===== src/rtl/cache_nway_wt.sv =====
// cache_nway_wt: clocked N-way set-associative write-through cache with true LRU
module cache_nway_wt #(
    parameter int ADDR_W      = 10,
    parameter int DATA_W      = 8,
    parameter int BLOCK_BYTES = 16,
    parameter int SETS        = 2,
    parameter int WAYS        = 2
) (
    input  logic                          clk,
    input  logic                          rst_n,
    input  logic                          cpu_req_valid,
    output logic                          cpu_req_ready,
    input  logic                          cpu_req_we,
    input  logic [ADDR_W-1:0]             cpu_req_addr,
    input  logic [DATA_W-1:0]             cpu_req_wdata,
    output logic                          cpu_resp_valid,
    output logic                          cpu_resp_hit,
    output logic [DATA_W-1:0]             cpu_resp_rdata,
    output logic                          mem_req_valid,
    output logic                          mem_req_we,
    output logic [ADDR_W-1:0]             mem_req_addr,
    output logic [BLOCK_BYTES*DATA_W-1:0] mem_req_wdata,
    input  logic                          mem_ack,
    input  logic [BLOCK_BYTES*DATA_W-1:0] mem_rdata
);
    localparam int OFF_W  = $clog2(BLOCK_BYTES);
    localparam int IDX_W  = (SETS > 1) ? $clog2(SETS) : 1;
    localparam int AGE_W  = $clog2(WAYS);
    localparam int TAG_W  = ADDR_W - IDX_W - OFF_W;
    localparam int LINE_W = BLOCK_BYTES * DATA_W;

    typedef enum logic [2:0] {IDLE, LOOKUP, FILL, WTHRU, RESP} state_t;

    state_t              state_q, state_d;
    logic                we_q, we_d, hit_q, hit_d;
    logic [ADDR_W-1:0]   addr_q, addr_d;
    logic [DATA_W-1:0]   wdata_q, wdata_d;
    logic [AGE_W-1:0]    way_q, way_d;
    logic                resp_valid_q, resp_valid_d, resp_hit_q, resp_hit_d;
    logic [DATA_W-1:0]   rdata_q, rdata_d;
    logic                mem_req_valid_q, mem_req_valid_d, mem_req_we_q, mem_req_we_d;
    logic [ADDR_W-1:0]   mem_req_addr_q, mem_req_addr_d;
    logic [LINE_W-1:0]   mem_req_wdata_q, mem_req_wdata_d;

    logic [LINE_W-1:0]   data_q [SETS][WAYS];
    logic [TAG_W-1:0]    tag_q  [SETS][WAYS];
    logic [WAYS-1:0]     valid_q [SETS], valid_d [SETS];
    logic [AGE_W-1:0]    age_q [SETS][WAYS], age_d [SETS][WAYS];

    logic [TAG_W-1:0]    a_tag;
    logic [IDX_W-1:0]    idx;
    logic [OFF_W-1:0]    off;
    logic [ADDR_W-1:0]   blk_addr;
    logic                hit, found;
    logic [AGE_W-1:0]    hit_way, victim, wr_way, lru_way;
    logic                wr_en, lru_en;
    logic [LINE_W-1:0]   hit_line, wr_line;

    assign a_tag    = addr_q[ADDR_W-1 -: TAG_W];
    assign idx      = addr_q[OFF_W +: IDX_W];
    assign off      = addr_q[OFF_W-1:0];
    assign blk_addr = {addr_q[ADDR_W-1:OFF_W], {OFF_W{1'b0}}};
    assign hit_line = data_q[idx][hit_way];

    assign cpu_req_ready  = (state_q == IDLE);
    assign cpu_resp_valid = resp_valid_q;
    assign cpu_resp_hit   = resp_hit_q;
    assign cpu_resp_rdata = rdata_q;
    assign mem_req_valid  = mem_req_valid_q;
    assign mem_req_we     = mem_req_we_q;
    assign mem_req_addr   = mem_req_addr_q;
    assign mem_req_wdata  = mem_req_wdata_q;

    function automatic logic [LINE_W-1:0] merge(input logic [LINE_W-1:0] l, input logic [OFF_W-1:0] o,
                                                input logic [DATA_W-1:0] b);
        logic [LINE_W-1:0] r;
        r = l;
        r[o*DATA_W +: DATA_W] = b;
        return r;
    endfunction

    // Tag match across the addressed set and victim choice (first invalid way, else the oldest)
    always_comb begin
        hit     = 1'b0;
        hit_way = '0;
        victim  = '0;
        found   = 1'b0;
        for (int w = 0; w < WAYS; w++) begin
            if (valid_q[idx][w] && tag_q[idx][w] == a_tag) begin
                hit     = 1'b1;
                hit_way = AGE_W'(w);
            end
            if (!found && !valid_q[idx][w]) begin
                found  = 1'b1;
                victim = AGE_W'(w);
            end
        end
        if (!found)
            for (int w = 0; w < WAYS; w++)
                if (age_q[idx][w] == AGE_W'(WAYS - 1)) victim = AGE_W'(w);
    end

    // Controller next state, line writes, memory requests and LRU ageing
    always_comb begin
        state_d         = state_q;
        we_d            = we_q;
        addr_d          = addr_q;
        wdata_d         = wdata_q;
        way_d           = way_q;
        hit_d           = hit_q;
        resp_valid_d    = 1'b0;
        resp_hit_d      = resp_hit_q;
        rdata_d         = rdata_q;
        mem_req_valid_d = mem_req_valid_q;
        mem_req_we_d    = mem_req_we_q;
        mem_req_addr_d  = mem_req_addr_q;
        mem_req_wdata_d = mem_req_wdata_q;
        valid_d         = valid_q;
        age_d           = age_q;
        wr_en           = 1'b0;
        wr_way          = way_q;
        wr_line         = mem_rdata;
        lru_en          = 1'b0;
        lru_way         = way_q;
        case (state_q)
            IDLE: if (cpu_req_valid) begin
                we_d    = cpu_req_we;
                addr_d  = cpu_req_addr;
                wdata_d = cpu_req_wdata;
                state_d = LOOKUP;
            end
            LOOKUP: begin
                mem_req_addr_d = blk_addr;
                if (hit) begin
                    lru_en  = 1'b1;
                    lru_way = hit_way;
                    way_d   = hit_way;
                    hit_d   = 1'b1;
                    if (we_q) begin
                        wr_en           = 1'b1;
                        wr_way          = hit_way;
                        wr_line         = merge(hit_line, off, wdata_q);
                        mem_req_valid_d = 1'b1;
                        mem_req_we_d    = 1'b1;
                        mem_req_wdata_d = merge(hit_line, off, wdata_q);
                        state_d         = WTHRU;
                    end else begin
                        resp_valid_d = 1'b1;
                        resp_hit_d   = 1'b1;
                        rdata_d      = hit_line[off*DATA_W +: DATA_W];
                        state_d      = RESP;
                    end
                end else begin
                    way_d           = victim;
                    hit_d           = 1'b0;
                    mem_req_valid_d = 1'b1;
                    mem_req_we_d    = 1'b0;
                    state_d         = FILL;
                end
            end
            FILL: if (mem_ack) begin
                wr_en   = 1'b1;
                lru_en  = 1'b1;
                wr_line = we_q ? merge(mem_rdata, off, wdata_q) : mem_rdata;
                if (we_q) begin
                    mem_req_we_d    = 1'b1;
                    mem_req_wdata_d = merge(mem_rdata, off, wdata_q);
                    state_d         = WTHRU;
                end else begin
                    mem_req_valid_d = 1'b0;
                    resp_valid_d    = 1'b1;
                    resp_hit_d      = 1'b0;
                    rdata_d         = mem_rdata[off*DATA_W +: DATA_W];
                    state_d         = RESP;
                end
            end
            WTHRU: if (mem_ack) begin
                mem_req_valid_d = 1'b0;
                resp_valid_d    = 1'b1;
                resp_hit_d      = hit_q;
                rdata_d         = wdata_q;
                state_d         = RESP;
            end
            RESP: state_d = IDLE;
            default: state_d = IDLE;
        endcase
        if (wr_en) valid_d[idx][wr_way] = 1'b1;
        if (lru_en)
            for (int w = 0; w < WAYS; w++)
                age_d[idx][w] = (AGE_W'(w) == lru_way) ? '0 :
                                (age_q[idx][w] < age_q[idx][lru_way]) ? age_q[idx][w] + AGE_W'(1) :
                                age_q[idx][w];
    end

    // Control, response and request registers; valid bits cleared and ages seeded on reset
    always_ff @(posedge clk or negedge rst_n) begin
        if (!rst_n) begin
            state_q         <= IDLE;
            we_q            <= 1'b0;
            addr_q          <= '0;
            wdata_q         <= '0;
            way_q           <= '0;
            hit_q           <= 1'b0;
            resp_valid_q    <= 1'b0;
            resp_hit_q      <= 1'b0;
            rdata_q         <= '0;
            mem_req_valid_q <= 1'b0;
            mem_req_we_q    <= 1'b0;
            mem_req_addr_q  <= '0;
            mem_req_wdata_q <= '0;
            for (int s = 0; s < SETS; s++) begin
                valid_q[s] <= '0;
                for (int w = 0; w < WAYS; w++) age_q[s][w] <= AGE_W'(w);
            end
        end else begin
            state_q         <= state_d;
            we_q            <= we_d;
            addr_q          <= addr_d;
            wdata_q         <= wdata_d;
            way_q           <= way_d;
            hit_q           <= hit_d;
            resp_valid_q    <= resp_valid_d;
            resp_hit_q      <= resp_hit_d;
            rdata_q         <= rdata_d;
            mem_req_valid_q <= mem_req_valid_d;
            mem_req_we_q    <= mem_req_we_d;
            mem_req_addr_q  <= mem_req_addr_d;
            mem_req_wdata_q <= mem_req_wdata_d;
            valid_q         <= valid_d;
            age_q           <= age_d;
        end
    end

    // Line data and tags carry no reset; the valid bits qualify them
    always_ff @(posedge clk) begin
        if (wr_en) begin
            data_q[idx][wr_way] <= wr_line;
            tag_q[idx][wr_way]  <= a_tag;
        end
    end
endmodule

===== config.mk =====
export PLATFORM = sky130hd
export DESIGN_NAME = cache_nway_wt
export DESIGN_NICKNAME = d
export VERILOG_FILES = /design/src/rtl/cache_nway_wt.sv
export SDC_FILE = /design/constraint.sdc
export NUM_CORES = 1
export LEC_CHECK = 0
export ABC_CLOCK_PERIOD_IN_PS = 15720
export CAP_MARGIN = 10
export CELL_PAD_IN_SITES_DETAIL_PLACEMENT = 1
export CELL_PAD_IN_SITES_GLOBAL_PLACEMENT = 2
export CORE_UTILIZATION = 26
export DETAILED_ROUTE_END_ITERATION = 8
export PLACE_DENSITY = 0.62
export SYNTH_ARGS = -nofsm -noshare
export SYNTH_HDL_FRONTEND = slang
export SYNTH_SLANG_ARGS = --single-unit

===== constraint.sdc =====
create_clock -name clk -period 15.72 [get_ports clk]
set_input_delay 3.144 -clock clk [delete_from_list [all_inputs] [get_ports clk]]
set_output_delay 3.144 -clock clk [all_outputs]
set_load 0.03 [all_outputs]

# After elaboration in Yosys (flattened, before gate mapping)
# Memories as Yosys holds them, arrays and structs flattened.
# Cells that the tools add are included.
# word_totals
wordCells,169
mem_bits_rw,532
regBits,178
mem_count,2
# op_classes
n_shift,4
reduce_logical,16
n_bitwise,5
n_lt_le_gt_ge,10
muxes,96
addsub,3
eq_ne,14
# mem_list
name,depth,width,rd,rd_clocked_by_memory_dff,write_ports,line,rtl
data_q,2,256,1,0,1,45,logic [LINE_W-1:0] data_q [SETS][WAYS];
tag_q,2,10,1,0,1,46,logic [TAG_W-1:0] tag_q [SETS][WAYS];
# op_table
operator,n
128-bit 2-to-1 mux,12
128-bit case mux with 2 select lines,2
128-bit bitwise mux,2
256-bit 2-to-1 mux,1
128-bit by 8-bit indexed part select with 8-bit output,2
128-bit demux with 1-bit select,1
8-bit by 34-bit variable shift with 128-bit output (first input constant),1
8-bit by 34-bit indexed part select with 128-bit output,1
1-bit 2-to-1 mux,43
8-bit 2-to-1 mux,5
7-bit negator with 34-bit output,1
8-bit case mux with 3 select lines,1
2-bit 2-to-1 mux,8
2-bit != test (second input constant),8
3-bit 2-to-1 mux,5
3-bit case mux with 4 select lines,1
5-bit equality test,2
10-bit 2-to-1 mux,1
5-bit AND reduction,2
1-bit case mux with 3 select lines,3
4-bit bitwise mux,2
2-bit greater-or-equal comparator (second input constant),4
1-bit NOT with 2-bit output,4
2-bit demux with 1-bit select,3
21 further kinds,33

# Logic depth before layout (Yosys ltp)
# logic_depth
depth_word,18
ltp_mapped,16
mapped_depth_nobuf,11

# Worst setup path after synthesis
# Ideal clock, no wire load.
# synth_path
path_kind,in2reg
startpoint,input port mem_ack
endpoint,memory data_q[0][128] (netlist name) (enable)
n_path_buf,1
cell_stages,6
path_slack_ns,8.411
t_arrival_ns,6.800
path_cell_list,buf_2 > nand2_1 > nor2_1 > a31oi_1 > a31oi_1 > and2_1
# synth_via
elab_chain_cells,4
# synth_lines
element,line,rtl
"start, declared",23,"input logic mem_ack,"
1-bit 2-to-1 mux,161,FILL: if (mem_ack) begin
1-bit case mux with 2 select lines,125,case (state_q)
1-bit 2-to-1 mux,236,if (wr_en) begin
256-bit 2-to-1 mux (implied by the code),237,data_q[idx][wr_way] <= wr_line;
"end, declared",45,
# Every way passes these cells.

# Worst setup path in the final report
# layout_path
startpoint,register addr_q[4]
endpoint,register rdata_q[4] (netlist: cpu_resp_rdata[4])
# layout_via
elab_chain_cells,14
# layout_lines
element,line,rtl
"start, declared",36,"logic [ADDR_W-1:0] addr_q, addr_d;"
"start signal, assigned",218,addr_q <= addr_d;
"parallel branches: the longest is 14 deep, another holds memory 2 x 10 bit",-,
"end signal, assigned",224,rdata_q <= rdata_d;
"end, declared",40,"logic [DATA_W-1:0] rdata_q, rdata_d;"
# Several ways; the timed one is not identified. The select of a mux whose other input is x is not followed.
# A chain may end at the register's enable or synchronous reset.

==> reports/metrics.yaml <==
cts.sinks: 710
cp_max_fo: 88
cts.clk_slew.worst_paths_ps: 60
yosysSeqAreaShare_pct: 59.60
synthArstFlopShare_pct: 25.07
grt_overflow: 0
clockBufferDepth: 3
status: "complete, no violations"
post-cts-setup-buffer-count: 0
multiInputGateArea_sq_um: 12860
cap_violations: 0
min_path_cells: 1
fin_crit_ps: 7365
fill_cells: 14284
cts_resized: 0
cp.required_ps: 16260
wl_per_cell_um: 31.08
cts_hold_buf: 0
dp_hpwl_um: 109300
vias: 26947
fin_nets: 3360
netlist_area_sq_um: 34280
final_area_sq_um: 41880
pre_cts_slack_ps: 8310
slew_viol_final: 0
die_y_um: 365.1
portBuffers: 297
placed_area_sq_um: 39020
max-slew-margin-rel_pct: 18.04
cts_buffers: 85
synth.top_cells.by_area: "edfxtp_1 47%, dfrtp_1 13%, mux4_2 7.8%"
rows: 132
antenna_found_initial: 11
synth_top_area_share_pct: 46.60
finalClockSkew_ps: 22.57
fin_crit_sh_pct: 46.85
ios: 302
end_kind: "register"
clockRootBuffer: "clkbuf_16"
drc: 0
combPwrFrac_pct: 47.0
rsz0062_at_grt: "no"
sw_frac_of_total_pct: 45.20
start_util_pct: 26.34
p_int_w: 0.004952
syn_to_final_growth_pct: 22.15
clkPwrFrac_pct: 22.7
synth_area_leader_cell: "edfxtp_1"
drive_above_1_share_pct: 11.51
worstHoldPathType: "reg2reg"
clk_latency_ps: 680
seqPwrFrac_pct: 30.3
synth_edf_count: 532
core_sq_um: 130100
antenna_left: 0
hold_viol_final: 0
total_power_w: 0.009037
p_leak_nw: 14.57
r2r_cells: 12
start_kind: "register"
finalWirelength_um: 156000
gp_congestion: 0.8458
ys_ff_latch: 710
via_per_inst: 5.368
grt_use_total_pct: 22.99
setup_slack_ps: 8355
drtIter0Drc: 2561
cts_tree: "yes"
power.switching_w: 0.004085
yosysWarnings: 0
path_class: "reg2reg"
vdd_drop_max_v: 0.0001167
synthTopCellsByCount: "532 x edfxtp_1, 529 x nand2_1, 311 x a21oi_1, 258 x nor2_1, 255 x o21ai_0"
worst_slew_pin_slew_ps: 1223
seqCellArea_sq_um: 20440
grt_max_degree: 119
first_pass_iters: 5
syn_inst: 2964
synthFlopType: "edfxtp_1"
power_density_nw_per_um2: 215.8
fmax_ghz: 0.1358
grt_pass1_wl_um: 215100
yosys.cell_count.top_type: "edfxtp_1"
die_w_um: 365.1
dieArea_sq_um: 133300
arrival_ps: 7910
synth.distinct_cells: 91
avgSynthCellArea_sq_um: 11.57
fin_tns_setup_ps: 0
htree_levels: 3
setup_viol: 0
grt_pass1_vias: 26870
[area by class of cell]
cell class | count | share of cell area, %
sequential | 710 | 48.80
antenna | 2 | 0.01195
tap | 1742 | 5.205
clock inverter | 42 | 1.177
timing repair buffer | 357 | 8.246
clock buffer | 117 | 5.635
multi-input combinational | 2026 | 30.71
inverter | 24 | 0.2151
[layer usage]
layer / vias to the layer above / share of wire [%] / global-route usage [%]
met5: - / 0.017 / 0
met1: 14045 / 42 / 29.87
met4: 4 / 3.8 / 8.623
met2: 1043 / 48 / 38.17
met3: 222 / 6.7 / 3.961
li1: 11633 / - / -
[flip-flops by register name, indices dropped and copies added (netlist names)]
signal          cells
mem_req_we          1
way_q               1
cpu_resp_valid      1
age_q               4
mem_req_wdata     128
state_q             3
addr_q             10
data_q            512
mem_req_valid       1
mem_req_addr        6
wdata_q             8
cpu_resp_rdata      8
cpu_resp_hit        1
hit_q               1
valid_q             4
we_q                1
tag_q              20
[metrics by stage]
step           utilization (%)  hold WS (ps)  std cells
4_1_cts                  32.17         470.8       5018
2_1_floorplan                -         439.6       2967
6_report                 32.18         463.0       5020
3_3_place_gp             29.98         454.2       4859
3_5_place_dp             29.98         456.3       4859
5_1_grt                  32.17         486.0       5018
[worst paths after layout]
| check | slack [ps] | endpoint | startpoint |
|---|---|---|---|
| setup reg to reg | 8350 | cpu_resp_rdata[4]$_DFFE_PN0P_ | addr_q[4]$_DFFE_PN0P_ |
| hold reg to reg | 460 | valid_q[3]$_DFFE_PN0N_ | valid_q[3]$_DFFE_PN0N_ |
| hold / removal | 460 | valid_q[3]$_DFFE_PN0N_ | valid_q[3]$_DFFE_PN0N_ |
| min in group asynchronous | 2480 | mem_req_addr[7]$_DFFE_PN0P_ | rst_n |
| setup / recovery | 8350 | cpu_resp_rdata[4]$_DFFE_PN0P_ | addr_q[4]$_DFFE_PN0P_ |
| max in group asynchronous | 11170 | mem_req_wdata[84]$_DFFE_PN0P_ | rst_n |
[power by group through the flow]
stage / clock [W] / combinational (W) / sequential [W]
after floorplan: 0 / 0.00207 / 0.00298
after global placement: 0 / 0.00421 / 0.00277
after detailed placement: 0 / 0.00423 / 0.00277
after CTS: 0.00209 / 0.00425 / 0.00274
after global routing: 0.00215 / 0.00447 / 0.00278
final: 0.00205 / 0.00425 / 0.00274
[cells in the final DEF (no fill, tap or decap), types with 10 or more instances in the layout]
cell type and n:
a211oi_1 25, a21oi_1 311, a221o_1 23, a22oi_1 69, a311oi_1 11, a31oi_1 19, and2_1 21, and3_1 17
buf_4 58, bufinv_16 10, clkbuf_1 23, clkbuf_16 87, clkdlybuf4s50_1 296, clkinv_2 10, dfrtp_1 174, edfxtp_1 532
inv_1 21, mux2_2 22, mux2i_1 54, mux4_2 118, nand2_1 529, nand3_1 68, nor2_1 257, nor3_1 12
o211ai_1 24, o21ai_0 255, o22ai_1 24
[critical path, cell delays in order, from the launching register on]
cell and delay (ps):
dfrtp_4 860, buf_12 560, mux2i_1 310, xor2_1 220, nand4bb_2 740, nor2_8 880, buf_4 620, buf_4 590
mux4_2 400, mux2_2 300, a2111oi_0 1030, o211a_1 340, o221ai_2 100
[logic make-up (layout without fill, tap and decap cells)]
group                      Yosys count  count (layout)  synth area share, %
and+or+nand+nor                    957             957                11.61
AOI/OAI and AO/OA                  855             855                15.12
DFF                                710             710                59.60
buffers and inverters              231             540                3.150
muxes                              194             194                10.05
xor gates and xnor gates            11              11               0.2810
adders and majority gates            5               5               0.1825
other                                1               6              0.01094
(Power assumes the default switching activity.)
